**config.mk**
```make
export PLATFORM = sky130hd
export DESIGN_NAME = seg7_scan_display
export DESIGN_NICKNAME = d
export VERILOG_FILES = /design/src/rtl/seg7_scan_display.sv
export SDC_FILE = /design/constraint.sdc
export NUM_CORES = 1
export LEC_CHECK = 0
export BUFFER_PORTS_ARGS = -buffer_cell sky130_fd_sc_hd__buf_2
export CORE_MARGIN = 4
export CORE_UTILIZATION = 50
export DETAILED_ROUTE_END_ITERATION = 16
export HOLD_SLACK_MARGIN = 0.02
export PLACE_DENSITY = 0.79
export SYNTH_ARGS = -nofsm -noshare
export SYNTH_HDL_FRONTEND = slang
export SYNTH_SLANG_ARGS = --single-unit
```
**constraint.sdc**
```tcl
create_clock -name CLK100MHZ -period 3.3 [get_ports CLK100MHZ]
set_clock_uncertainty 0.1 [all_clocks]
set_input_delay 0.495 -clock CLK100MHZ [delete_from_list [all_inputs] [get_ports CLK100MHZ]]
set_output_delay 0.495 -clock CLK100MHZ [all_outputs]
set_load 0.01 [all_outputs]
```
**src/rtl/seg7_scan_display.sv**
```systemverilog
// Time-multiplexed driver for NUM_DIGITS common-anode 7-segment digits.
// Per-digit DP and blanking, PWM brightness, leading-zero suppression, and a
// once-per-frame snapshot of the inputs so a digit never shows a half-updated value.
module seg7_scan_display #(
  parameter int NUM_DIGITS = 8,
  parameter int CLK_HZ     = 100_000_000,
  parameter int SCAN_HZ    = 1000,
  parameter int PWM_BITS   = 4
) (
  input  logic                      CLK100MHZ,
  input  logic                      CPU_RESETN,
  input  logic [4*NUM_DIGITS-1:0]   DATA,
  input  logic [NUM_DIGITS-1:0]     DP_IN,
  input  logic [NUM_DIGITS-1:0]     BLANK,
  input  logic                      LZ_EN,
  input  logic [PWM_BITS-1:0]       BRIGHT,
  output logic [NUM_DIGITS-1:0]     AN,
  output logic [6:0]                SEG,
  output logic                      DP,
  output logic                      FRAME_STB
);

  localparam int DIV   = CLK_HZ / SCAN_HZ;
  localparam int PRE_W = (DIV > 1) ? $clog2(DIV) : 1;
  localparam int IDX_W = (NUM_DIGITS > 1) ? $clog2(NUM_DIGITS) : 1;

  localparam logic [PRE_W-1:0] PRE_LAST = PRE_W'(DIV - 1);
  localparam logic [IDX_W-1:0] IDX_LAST = IDX_W'(NUM_DIGITS - 1);

  logic [PRE_W-1:0]          presc;
  logic [IDX_W-1:0]          idx;
  logic [PWM_BITS-1:0]       pwm_cnt;
  logic [4*NUM_DIGITS-1:0]   shadow_data;
  logic [NUM_DIGITS-1:0]     shadow_dp;
  logic [NUM_DIGITS-1:0]     shadow_blank;
  logic [NUM_DIGITS-1:0]     lz_mask;
  logic                      tick;
  logic                      wrap;
  logic                      pwm_on;
  logic [3:0]                cur_nib;
  logic                      cur_dp;
  logic                      cur_blank;
  logic [NUM_DIGITS-1:0]     an_next;

  // Active-low glyph for one hex nibble, bit order {CG..CA}.
  function automatic logic [6:0] glyph(input logic [3:0] nib);
    case (nib)
      4'h0: glyph = 7'h40;
      4'h1: glyph = 7'h79;
      4'h2: glyph = 7'h24;
      4'h3: glyph = 7'h30;
      4'h4: glyph = 7'h19;
      4'h5: glyph = 7'h12;
      4'h6: glyph = 7'h02;
      4'h7: glyph = 7'h78;
      4'h8: glyph = 7'h00;
      4'h9: glyph = 7'h18;
      4'hA: glyph = 7'h08;
      4'hB: glyph = 7'h03;
      4'hC: glyph = 7'h27;
      4'hD: glyph = 7'h21;
      4'hE: glyph = 7'h06;
      default: glyph = 7'h0E;
    endcase
  endfunction

  assign tick   = (presc == PRE_LAST);
  assign wrap   = tick && (idx == IDX_LAST);
  assign pwm_on = (&BRIGHT) | (pwm_cnt < BRIGHT);

  // Prescaler: DIV clocks per digit slot.
  always_ff @(posedge CLK100MHZ or negedge CPU_RESETN) begin
    // NOTE: sequential state uses non-blocking assignments so every flop samples pre-edge values.
    if (!CPU_RESETN)      presc <= '0;
    else if (tick)        presc <= '0;
    else                  presc <= presc + 1'b1;
  end

  // Digit index advances once per slot and wraps after the last digit.
  always_ff @(posedge CLK100MHZ or negedge CPU_RESETN) begin
    if (!CPU_RESETN)      idx <= '0;
    else if (tick)        idx <= (idx == IDX_LAST) ? '0 : idx + 1'b1;
  end

  // Free-running PWM counter.
  always_ff @(posedge CLK100MHZ or negedge CPU_RESETN) begin
    if (!CPU_RESETN) pwm_cnt <= '0;
    else             pwm_cnt <= pwm_cnt + 1'b1;
  end

  // Leading-zero mask from the live inputs; only used at capture time.
  always_comb begin
    // NOTE: every combinational output gets a default first so no path leaves it unassigned (no latch).
    logic all_zero;
    lz_mask  = '0;
    all_zero = 1'b1;
    for (int k = NUM_DIGITS - 1; k >= 1; k--) begin
      all_zero   = all_zero & (DATA[4*k +: 4] == 4'h0);
      lz_mask[k] = LZ_EN & all_zero;
    end
  end

  // Frame snapshot on the wrap tick, plus the one-cycle strobe announcing it.
  always_ff @(posedge CLK100MHZ or negedge CPU_RESETN) begin
    // NOTE: the shadow registers are reset (blank mask all ones) so the display stays dark until the first capture.
    if (!CPU_RESETN) begin
      shadow_data  <= '0;
      shadow_dp    <= '0;
      shadow_blank <= '1;
      FRAME_STB    <= 1'b0;
    end else begin
      FRAME_STB <= wrap;
      if (wrap) begin
        shadow_data  <= DATA;
        shadow_dp    <= DP_IN;
        shadow_blank <= BLANK | lz_mask;
      end
    end
  end

  // Select the shadow nibble, DP and blank bit of the current digit, and build the anode pattern.
  always_comb begin
    cur_nib   = '0;
    cur_dp    = 1'b0;
    cur_blank = 1'b1;
    an_next   = '1;
    for (int i = 0; i < NUM_DIGITS; i++) begin
      if (idx == IDX_W'(i)) begin
        cur_nib   = shadow_data[4*i +: 4];
        cur_dp    = shadow_dp[i];
        cur_blank = shadow_blank[i];
        an_next[i] = ~(pwm_on & ~shadow_blank[i]);
      end
    end
  end

  // Registered pin drivers; AN and SEG change on the same edge.
  always_ff @(posedge CLK100MHZ or negedge CPU_RESETN) begin
    if (!CPU_RESETN) begin
      AN  <= '1;
      SEG <= 7'h7F;
      DP  <= 1'b1;
    end else begin
      AN  <= an_next;
      SEG <= glyph(cur_nib);
      DP  <= ~cur_dp;
    end
  end

  // The blank bit of the selected digit is already folded into an_next.
  logic unused_cur_blank;
  assign unused_cur_blank = cur_blank;

endmodule

```
# ---- Yosys cells after proc, flatten, opt, wreduce, memory -nomap -nowiden
# Memory sizes are Yosys's and may differ from the RTL's. A register that Yosys moved wholly into a read port is not among the register bits.
# Index checks and enable logic that the tools add are counted.
# W data, S select, Z words.
dict set report op_classes {
  add_sub_neg 3
  n_lt_le_gt_ge 1
  eq_ne 8
  mux 26
  bitwise_logic 40
  reduce_logical 11
}
# operator count
set op_table {}
lappend op_table {{$mux W4} 8}
lappend op_table {{$logic_not A4 Y1} 7}
lappend op_table {{$and A1 B1 Y1} 21}
lappend op_table {{$add A17 B1 Y17 const B} 1}
lappend op_table {{$eq A17 B17 Y1 const B} 1}
lappend op_table {{$mux W17} 1}
lappend op_table {{$not A1 Y1} 17}
lappend op_table {{$mux W1} 16}
lappend op_table {{$eq A3 B3 Y1 const B} 4}
lappend op_table {{$or A8 B8 Y8} 1}
lappend op_table {{$eq A3 B2 Y1 const B} 2}
lappend op_table {{$add A4 B1 Y4 const B} 1}
lappend op_table {{$lt A4 B4 Y1} 1}
lappend op_table {{$reduce_and A4 Y1} 1}
lappend op_table {{$add A3 B1 Y3 const B} 1}
lappend op_table {{$eq A3 B1 Y1 const B} 1}
lappend op_table {{$logic_not A3 Y1} 1}
lappend op_table {{$mux W3} 1}
lappend op_table {{$logic_and A1 B1 Y1} 1}
lappend op_table {{$logic_not A1 Y1} 1}
lappend op_table {{$or A1 B1 Y1} 1}
dict set report totals {
  reg_bits 82
  romBits 112
  output_inout_bits 17
  elab_cells 99
  memories 1
}
# memory words word_bits rd rd_ports_with_merged_regs wr line_no
set memory_table {}
lappend memory_table {{(no name shown)} 16 7 1 1 0 47} ;# case (nib)

# ---- Longest topological paths before layout
dict set report depth {
  word_depth 10
  depth_mapped 13
  mapped_depth_nobuf 11
}

# ---- Least setup slack after synthesis
# Ideal clock, no wire load.
dict set report synth_path {
  path_kind {register to register}
  startpoint {register idx[1]}
  endpoint {register SEG[0]}
  setup_time_ns 0.093
  arrival_time_ns 2.547
  setup_slack_ns 0.560
  path_stages_with_launch 12
  n_path_buf 2
  period_less_slack_ns 2.740
  cell_sequence {dfrtp_1 -> inv_1 -> ha_1 -> buf_2 -> buf_2 -> nand3b_1 -> a311oi_1 -> a211oi_1 -> o21ai_0 -> inv_1 -> ha_1 -> mux4_2}
}
dict set report synth_via {
  elab_chain_cells 9
  elab_cells_between_ends 16
  cone_classes {eq/ne (7); mux (8); reduce/logical (1)}
}
# element line_no
set synth_lines {}
lappend synth_lines {{start: declaration} 31} ;# logic [IDX_W-1:0] idx;
lappend synth_lines {{start signal: assignment} 82} ;# else if (tick) idx <= (idx == IDX_LAST) ? '0 : idx + 1'b1;
lappend synth_lines {{$logic_not A3 Y1} 128} ;# if (idx == IDX_W'(i)) begin
lappend synth_lines {{$mux W4 (7 in series)} 128}
lappend synth_lines {{$mux W4 *} 128}
lappend synth_lines {{end: declaration} 18} ;# output logic [6:0] SEG,
# Mark *: on every way between the ends. The rest lies on a longest branch, timed or not.
# A chain may end at the register's enable or synchronous reset.

# ---- Worst setup path in the final report
dict set report layout_path {
  startpoint {register idx[0]}
  endpoint {register SEG[3]}
}
# Same word-level chain as after synthesis.

==> metrics.txt <==
worst-margin pin slew=1.097 ns; sequential share of the synthesized area=51.15%; ANT nets after route=0; Period Utilization, post-route=89.87%; synthesis-stage register bit count=89; synthesized netlist net count=536; Mapped Area=0.004413 mm²; n_diodes=0; Nets=604; Placement Cell Area=0.004838 mm²; Worst Path Arrival=3.13 ns; Place WS=0.3528 ns; Routed wire per std cell=15.16 µm; CTS tree=yes; drt first pass iters=4; Root Buffer=clkbuf_8; Final Slew Violations=0; HPWL Detailed=7.354 mm; status=finished, final reports clean; Buf/Inv on CP=3; crit path launch type=register; IR drop worst, VDD=0.1804 mV; vias per cell=5.363; CP max stage delay=0.55 ns; clock slew at reported path FFs=0.09 ns; FMAX=337.2 MHz; Initial Util=51.10%; Worst Setup Path Type=reg2reg; H-tree levels=3; initial antenna violation count=0; Tmin final=2.966 ns; Hold WS=0.2327 ns; RSZ-0062 raised after global routing=no; Mapped Cells=464; EDFF count, synth=0; synth unique cells=53; clk sinks=89; normalized max-slew margin=26.90%; area leader, netlist=dfrtp_1; HP Class=in2reg; Hold Violations, Final=0; final WL=9.780 mm; DR vias=3,459; total track usage=19.30%; Synth top area share=36.86%; area delta synth->final=13.69%; ranking of synthesized cells by area=dfrtp_1 37%, dfstp_2 14%, nand2_1 11%; RePlAce Congestion=0.8963; worst hold start=DATA[2]; # port buffers=71; CP most frequent cell=inv_1; DIE WIDTH=101.9 µm; number of synthesis warnings=0; vias in the first global route=3,305; Main synth FF type=dfrtp_1; setup violation total in the final timing report=0; Clock Latency Late Sink=0.36 ns; Max Cap Viol=0; CP startpoint=idx[0]$_DFFE_PN0N_; Critical Path RT=3.46 ns; PostCTS Resize Cnt=0; # rows=34; pwr dens=369.6 mW/mm²; Crit path max-delay family=compound AO/OA/AOI/OAI gates; Ports=72; CTS Buffer Depth=2; fraction of layout cells with a size suffix above 1=25.88%; CORE AREA=0.008636 mm²; first-pass GRT wire length=15.81 mm; count leader, synth=nand2_1; Avg Cell Area, Syn=9.511 µm²; CTS Buf Count=9; DIE HEIGHT=101.9 µm; DRC marker count from the first detailed-route iteration=160; Worst Path Max Fanout=19; Core Util, Final=58.10%; P_leak=2.344 nW; Post-CTS Hold Fix Bufs=0; setup TNS=0 ns; DRC viols=0; total gr overflow=0; Async SR Flop Fraction=100.0%; reg-to-reg critical path startpoint=idx[0]$_DFFE_PN0N_; critical path endpoint category=register; setup bufs post-CTS=0; largest net degree at the start of global routing=90; top cells by count, synth=133 x nand2_1, 65 x dfrtp_1, 24 x dfstp_2, 24 x nor2_1; critical-path cell list=inv_1, ha_1, a21oi_1, a221oi_1, o22ai_1, a22o_1, inv_1, ha_1, inv_1, mux2i_1, a221oi_1; Slowest cell on crit path=ha_1; die area=0.01039 mm²; setup ws final=0.3342 ns; Finished Cell Area=0.005017 mm²
## through the flow
step,power [mW],std cells
5_1_grt,1.923,645
3_5_place_dp,1.185,629
6_report,1.855,645
2_1_floorplan,1.123,464
4_1_cts,1.869,645
3_3_place_gp,1.183,629
## routing by layer
layer  track usage (%)  vias to the layer above  share of wire [%]
met5                 0                        -                  0
li1                  -                     1698                  -
met4             5.247                        0                1.5
met2             29.48                       89                 47
met1             28.01                     1658                 45
met3             4.232                       14                6.4
## cell type report
type | count | area, µm²
tap | 108 | 135.1
sequential | 89 | 2257
inverter | 20 | 75.07
clock buffer | 10 | 137.6
timing repair buffer | 80 | 425.4
multi-input combinational | 332 | 1946
fill | 790 | 3618
clock inverter | 6 | 41.29
## tightest hold or removal path, stage by stage
cell and delay [ns]:
buf_2 0.07, nand2_1 0.04, nand2_1 0.05
## cell usage in the layout (no fill, tap or decap), types with 3 or more instances in the layout
cell type	synthesis	layout
a211oi_1	5	5
a21o_1	4	4
a21oi_1	20	20
a221oi_1	6	6
a31oi_1	4	4
and2_1	3	3
and3_1	5	5
buf_2	9	70
buf_4	3	10
clkbuf_8	0	10
clkinv_2	0	3
dfrtp_1	65	65
dfstp_2	24	24
ha_1	17	17
inv_1	20	20
mux2i_1	4	4
nand2_1	133	133
nand3_1	8	8
nand3b_1	5	5
nand4_1	3	3
nor2_1	24	24
nor2b_1	8	8
nor3_1	5	5
nor3b_1	3	3
nor4_1	7	7
o21ai_0	12	12
o21ai_2	7	7
or3_1	5	5
xnor2_1	9	9
xor2_1	7	7
## final timing paths
| path | endpoint | slack (ns) | cells past startpoint |
|---|---|---|---|
| max in group asynchronous | pwm_cnt[0]$_DFF_PN0_ | 2.16 | 1 |
| hold / removal | shadow_data[2]$_DFFE_PN0P_ | 0.23 | 3 |
| setup reg to reg | SEG[3]$_DFF_PN1_ | 0.33 | 11 |
| hold reg to reg | DP$_DFF_PN1_ | 0.35 | 1 |
| min in group asynchronous | idx[0]$_DFFE_PN0N_ | 0.25 | 1 |
| setup / recovery | SEG[3]$_DFF_PN1_ | 0.33 | 11 |
## report_power, final
part | switching (mW) | internal (mW) | total [mW]
Combinational | 0.0416 | 0.0279 | 0.0695
Sequential | 0.000826 | 1.09 | 1.09
Clock | 0.394 | 0.297 | 0.691
## cell families (layout without fill, tap and decap cells)
| family | count (synthesis) | in the layout | share of synthesized area (%) |
|---|---|---|---|
| buffers and inverters | 43 | 116 | 4.763 |
| flip-flops | 89 | 89 | 51.15 |
| XOR/XNOR | 16 | 16 | 3.176 |
| adder cells (fa/ha/maj) | 17 | 17 | 4.820 |
| AND/OR/NAND/NOR | 225 | 225 | 24.27 |
| multiplexers | 5 | 5 | 1.418 |
| AO/OA/AOI/OAI | 69 | 69 | 10.41 |
## sequential cells by signal (all words and copies together), names as in the netlist
register / flops
pwm_cnt: 4
shadow_data: 32
shadow_blank: 8
idx: 3
shadow_dp: 8
presc: 17
DP: 1
AN: 8
FRAME_STB: 1
SEG: 7
Note: power is estimated with default switching activity, not from simulation.
